[src/rtl/decode_ctrl_pipe.sv]
// Decode stage control generation plus the D->E control pipeline register.
// Multicycle RV32M ops hold E through a down-counter that drives BusyE.
module decode_ctrl_pipe #(
    parameter int MEXT    = 1,
    parameter int MUL_LAT = 3,
    parameter int DIV_LAT = 8
) (
    input  logic       clk,
    input  logic       rst,
    input  logic [6:0] opcD,
    input  logic [2:0] f3D,
    input  logic [6:0] f7D,
    input  logic       flushE,
    input  logic       stallE,
    output logic [2:0] ImmSrcD,
    output logic       RegWriteE,
    output logic       MemWriteE,
    output logic       ALUSrcE,
    output logic       JalrE,
    output logic       JumpE,
    output logic       BranchE,
    output logic [1:0] ResultSrcE,
    output logic [3:0] ALUControlE,
    output logic [2:0] BrTypeE,
    output logic       IllegalE,
    output logic       BusyE
);

    localparam logic [3:0] ALU_ADD  = 4'b0000;
    localparam logic [3:0] ALU_SUB  = 4'b0001;
    localparam logic [3:0] ALU_AND  = 4'b0010;
    localparam logic [3:0] ALU_OR   = 4'b0011;
    localparam logic [3:0] ALU_XOR  = 4'b0100;
    localparam logic [3:0] ALU_SLT  = 4'b0101;
    localparam logic [3:0] ALU_SLTU = 4'b0110;
    localparam logic [3:0] ALU_SLL  = 4'b0111;
    localparam logic [3:0] ALU_SRL  = 4'b1000;
    localparam logic [3:0] ALU_SRA  = 4'b1001;
    localparam logic [3:0] ALU_MUL  = 4'b1010;
    localparam logic [3:0] ALU_MULH = 4'b1011;
    localparam logic [3:0] ALU_DIV  = 4'b1100;
    localparam logic [3:0] ALU_DIVU = 4'b1101;
    localparam logic [3:0] ALU_REM  = 4'b1110;
    localparam logic [3:0] ALU_REMU = 4'b1111;

    localparam logic [3:0] MUL_CNT = 4'(MUL_LAT - 1);
    localparam logic [3:0] DIV_CNT = 4'(DIV_LAT - 1);

    logic       reg_write, mem_write, alu_src, jalr, jump, branch, illegal;
    logic       is_mul, is_div;
    logic [1:0] result_src;
    logic [3:0] alu_control;
    logic [2:0] br_type, imm_src;
    logic [3:0] cnt;

    assign BusyE   = (cnt != 4'd0);
    assign ImmSrcD = imm_src;

    // Decode the D-stage instruction; illegal encodings collapse to all-zero controls.
    always_comb begin
        reg_write   = 1'b0;
        mem_write   = 1'b0;
        alu_src     = 1'b0;
        jalr        = 1'b0;
        jump        = 1'b0;
        branch      = 1'b0;
        illegal     = 1'b0;
        is_mul      = 1'b0;
        is_div      = 1'b0;
        result_src  = 2'b00;
        alu_control = ALU_ADD;
        br_type     = 3'b000;
        imm_src     = 3'b000;
        case (opcD)
            7'd3: begin
                if (f3D == 3'd2) begin
                    reg_write  = 1'b1;
                    alu_src    = 1'b1;
                    result_src = 2'b01;
                end else illegal = 1'b1;
            end
            7'd35: begin
                if (f3D == 3'd2) begin
                    mem_write = 1'b1;
                    alu_src   = 1'b1;
                    imm_src   = 3'b001;
                end else illegal = 1'b1;
            end
            7'd99: begin
                if (f3D != 3'd2 && f3D != 3'd3) begin
                    branch      = 1'b1;
                    imm_src     = 3'b010;
                    alu_control = ALU_SUB;
                    br_type     = f3D;
                end else illegal = 1'b1;
            end
            7'd51: begin
                reg_write = 1'b1;
                if (f7D == 7'd0) begin
                    case (f3D)
                        3'd0:    alu_control = ALU_ADD;
                        3'd1:    alu_control = ALU_SLL;
                        3'd2:    alu_control = ALU_SLT;
                        3'd3:    alu_control = ALU_SLTU;
                        3'd4:    alu_control = ALU_XOR;
                        3'd5:    alu_control = ALU_SRL;
                        3'd6:    alu_control = ALU_OR;
                        default: alu_control = ALU_AND;
                    endcase
                end else if (f7D == 7'd32 && f3D == 3'd0) begin
                    alu_control = ALU_SUB;
                end else if (f7D == 7'd32 && f3D == 3'd5) begin
                    alu_control = ALU_SRA;
                end else if (f7D == 7'd1 && MEXT != 0) begin
                    case (f3D)
                        3'd0: begin alu_control = ALU_MUL;  is_mul = 1'b1; end
                        3'd1: begin alu_control = ALU_MULH; is_mul = 1'b1; end
                        3'd4: begin alu_control = ALU_DIV;  is_div = 1'b1; end
                        3'd5: begin alu_control = ALU_DIVU; is_div = 1'b1; end
                        3'd6: begin alu_control = ALU_REM;  is_div = 1'b1; end
                        3'd7: begin alu_control = ALU_REMU; is_div = 1'b1; end
                        default: illegal = 1'b1;
                    endcase
                end else illegal = 1'b1;
            end
            7'd19: begin
                reg_write = 1'b1;
                alu_src   = 1'b1;
                case (f3D)
                    3'd0: alu_control = ALU_ADD;
                    3'd2: alu_control = ALU_SLT;
                    3'd3: alu_control = ALU_SLTU;
                    3'd4: alu_control = ALU_XOR;
                    3'd6: alu_control = ALU_OR;
                    3'd7: alu_control = ALU_AND;
                    3'd1: begin
                        if (f7D == 7'd0) alu_control = ALU_SLL;
                        else illegal = 1'b1;
                    end
                    default: begin
                        if (f7D == 7'd0) alu_control = ALU_SRL;
                        else if (f7D == 7'd32) alu_control = ALU_SRA;
                        else illegal = 1'b1;
                    end
                endcase
            end
            7'd111: begin
                reg_write  = 1'b1;
                imm_src    = 3'b011;
                jump       = 1'b1;
                result_src = 2'b10;
            end
            7'd55: begin
                reg_write  = 1'b1;
                imm_src    = 3'b100;
                result_src = 2'b11;
            end
            7'd103: begin
                if (f3D == 3'd0) begin
                    reg_write  = 1'b1;
                    alu_src    = 1'b1;
                    jalr       = 1'b1;
                    result_src = 2'b10;
                end else illegal = 1'b1;
            end
            default: illegal = 1'b1;
        endcase
        if (illegal) begin
            reg_write   = 1'b0;
            mem_write   = 1'b0;
            alu_src     = 1'b0;
            jalr        = 1'b0;
            jump        = 1'b0;
            branch      = 1'b0;
            is_mul      = 1'b0;
            is_div      = 1'b0;
            result_src  = 2'b00;
            alu_control = ALU_ADD;
            br_type     = 3'b000;
            imm_src     = 3'b000;
        end
    end

    // E-stage control register: reset, then flush to bubble, then hold, then load.
    always_ff @(posedge clk) begin
        if (rst || flushE) begin
            RegWriteE   <= 1'b0;
            MemWriteE   <= 1'b0;
            ALUSrcE     <= 1'b0;
            JalrE       <= 1'b0;
            JumpE       <= 1'b0;
            BranchE     <= 1'b0;
            ResultSrcE  <= 2'b00;
            ALUControlE <= 4'b0000;
            BrTypeE     <= 3'b000;
            IllegalE    <= 1'b0;
        end else if (!(stallE || BusyE)) begin
            RegWriteE   <= reg_write;
            MemWriteE   <= mem_write;
            ALUSrcE     <= alu_src;
            JalrE       <= jalr;
            JumpE       <= jump;
            BranchE     <= branch;
            ResultSrcE  <= result_src;
            ALUControlE <= alu_control;
            BrTypeE     <= br_type;
            IllegalE    <= illegal;
        end
    end

    // Remaining-occupancy counter: armed on load of a multicycle op, frozen by stallE.
    always_ff @(posedge clk) begin
        if (rst || flushE) begin
            cnt <= 4'd0;
        end else if (BusyE) begin
            if (!stallE) cnt <= cnt - 4'd1;
        end else if (!stallE) begin
            if (is_mul)      cnt <= MUL_CNT;
            else if (is_div) cnt <= DIV_CNT;
            else             cnt <= 4'd0;
        end
    end

endmodule

[config.mk]
export PLATFORM = sky130hd
export DESIGN_NAME = decode_ctrl_pipe
export DESIGN_NICKNAME = d
export VERILOG_FILES = /design/src/rtl/decode_ctrl_pipe.sv
export SDC_FILE = /design/constraint.sdc
export NUM_CORES = 1
export LEC_CHECK = 0
export BUFFER_PORTS_ARGS = -buffer_cell sky130_fd_sc_hd__buf_4
export CORE_MARGIN = 10
export CORE_UTILIZATION = 25
export CTS_CLUSTER_SIZE = 14
export DETAILED_ROUTE_END_ITERATION = 8
export SYNTH_ARGS = -nofsm -noshare
export SYNTH_HDL_FRONTEND = slang
export SYNTH_SLANG_ARGS = --single-unit
[constraint.sdc]
create_clock -name clk -period 4.4 [get_ports clk]
set_input_delay 0.22 -clock clk [delete_from_list [all_inputs] [get_ports clk]]
set_output_delay 0.22 -clock clk [all_outputs]
set_load 0.005 [all_outputs]
==> results.cfg <==
[outcome]
status = complete, no violations

[critical_path]
reg2reg_slack_ns = 1.93
cp-end-kind = flop
cp-start-kind = flop
required_ns = 4.57
arrival_ns = 2.64
path_class = reg -> reg
reg2regPathDepth = 7
critical_path_peak_fanout = 8

[power_and_ir_drop]
leakage_nw = 0.710
peakVddDrop_v = 0.000106
p_per_area_mw_per_mm2 = 251
total_power_mw = 0.444

[synthesis]
avgSynthCellArea_sq_um = 7.67
ys.flop_type = dfxtp_1
async_flop_share_pct = 0
synth_top_area_cell = dfxtp_1
synth_cell_types = 49
syn-num-nets = 199
synth_most_common_cell = dfxtp_1
synth_cells = 176
ys_warn_count = 0
synth_edf_count = 0
ys_seq_elements = 20
synth_top_area_share_pct = 29.7
synth-seq-area-share_pct = 29.7
yosys-top-cells-area = dfxtp_1 30%, nand2_1 5.3%, nor4_1 4.2%, nor3_1 4.1%, o21ai_0 4.1%
synth_commonest_cells = 20 x dfxtp_1, 19 x nand2_1, 11 x nor3_1, 11 x o21ai_0, 10 x nor2_1
synth.cell_area_sq_mm = 0.00135

[placement]
place_area_sq_mm = 0.00169
place_inst = 276
pre_cts_slack_ns = 1.92
post-dp-hpwl_mm = 3.17
portBuffers = 40
gp_congestion = 0.812

[route]
wl_mm = 3.93
vias = 1423
viasPerCell = 5.08
dr.pass1.iters = 4
drtIter0Drc = 116
wl_per_cell_um = 14.0
detail-route-antenna-nets = 0
drc = 0

[floorplan]
die_y_um = 93.5
coreArea_sq_mm = 0.00517
start_util_pct = 26.1
die_w_um = 93.5
num_rows = 26
die-area_sq_mm = 0.00874
ios = 41

[clocking]
cts_resized = 0
cts_setup_buffers = 0
cts_made_buffers = 3
clockBufferDepth = 2
postCtsHoldBufs = 0
path_clk_slew_ns = 0.08
cts_tree = done
clock-sinks = 20
clock_latency_ns = 0.26
root_buffer = clkbuf_8
htreeDepth = 1

[final_layout]
drive_above_1_share_pct = 24.3
diodes = 0
finish.instance_area_sq_mm = 0.00177
final_cells = 280
syn_to_final_growth_pct = 30.8
fin_nets = 234

[timing]
slew_headroom_pct = 28.2
rsz0062_at_grt = false
finalCriticalPeriod_ns = 2.47
max_freq_mhz = 404
setup_ws_ns = 1.93
drv_slew = 0
final.setup.tns_ns = 0
finClkSkew_ns = 0.00335
final-setup-viol-count = 0
hold_viol_final = 0
max_slew.worst_pin.slew_ns = 1.05
period_share_pct = 56.2

[global_route]
overflow = 0
grt_pass1_wl_mm = 6.56
grt_start_max_net_pins = 18
grt_pass1_vias = 1389
antenna_found_initial = 0
grt_use_total_pct = 8.96

[flow_run]
max_cap_viol_count = 0

[hold_path]
min_path_cells = 2
hold_path_class = in -> reg
## placed cells by master, fill, tap and decap left out, types with 2 or more instances in the layout
master	Yosys	layout
nand4_1	2	2
nand3b_1	3	3
nor2b_1	2	2
clkbuf_8	0	3
ha_1	2	2
a2111oi_0	4	4
nor3_1	11	11
nor4_1	9	9
o21a_1	4	4
nor2_1	10	10
a22o_1	4	4
o31ai_1	5	5
nand3_1	3	3
xor2_1	2	2
o21ai_0	11	11
nand4bb_1	2	2
a221oi_1	2	2
a211oi_1	2	2
o22ai_1	2	2
a21oi_1	8	8
a21o_1	4	4
nand2_1	19	19
nand2b_1	5	5
buf_4	0	41
dfxtp_1	20	20
inv_1	9	9
## stage by stage
stage                     hold slack [ns]  utilization [%]
after global placement              0.430             32.8
final                               0.169             34.1
after detailed placement            0.439             32.8
after floorplan                     0.293                -
after CTS                           0.164             34.1
after global routing                0.172             34.1
## sequential cells by signal, indices dropped and copies added, names as in the netlist
name and count:
MemWriteE 1, BranchE 1, ALUControlE 4, JumpE 1, BrTypeE 3, ALUSrcE 1
JalrE 1, IllegalE 1, RegWriteE 1, ResultSrcE 2, cnt 4
## worst max-delay path, stage by stage (launching register included)
cell and delay (ns):
dfxtp_1 0.31, inv_1 0.10, ha_1 0.16, or3b_1 0.47
or4_1 0.60, a211oi_2 0.28, nand3_2 0.15, o41ai_2 0.31
## per-layer routing
metal | part of all wire (%) | routed length [um] | track usage [%]
met1 | 45 | 1770 | 11.1
met5 | 0 | 0 | 0
met2 | 47 | 1830 | 14.6
met4 | 1.2 | 47 | 3.47
met3 | 7.3 | 286 | 2.16
## cell type report
cell class	count	area [sq um]
repair buffers	41	308
inverters	9	33.8
clock buffers	3	41.3
well taps	70	87.6
fillers	554	3410
flip-flops and latches	20	400
clock inverters	1	30.0
multi-input cells	136	865
## final timing paths
path,to,start
max,ALUControlE[3]$_SDFFE_PP0N_,cnt[0]$_SDFFE_PP0N_
min,cnt[2]$_SDFFE_PP0N_,rst
max reg2reg,ALUControlE[3]$_SDFFE_PP0N_,cnt[0]$_SDFFE_PP0N_
min reg2reg,ResultSrcE[0]$_SDFFE_PP0N_,ResultSrcE[0]$_SDFFE_PP0N_
## report_power, final
group | internal [mW] | switching, mW | total (mW)
Combinational | 0.0316 | 0.0429 | 0.0745
Sequential | 0.183 | 0.00130 | 0.184
Clock | 0.121 | 0.0634 | 0.185
Total | 0.336 | 0.108 | 0.444
## cell families (layout without fill, tap and decap cells)
| logic type | after synthesis | count (layout) | share of synthesized area, % |
|---|---|---|---|
| flip-flops | 20 | 20 | 29.7 |
| adder cells (fa/ha/maj) | 2 | 2 | 1.85 |
| AND/OR/NAND/NOR | 77 | 77 | 31.5 |
| buffers and inverters | 20 | 54 | 6.30 |
| XOR/XNOR | 3 | 3 | 1.95 |
| AO/OA/AOI/OAI | 54 | 54 | 28.7 |
Power figures use the tool's default switching activity.
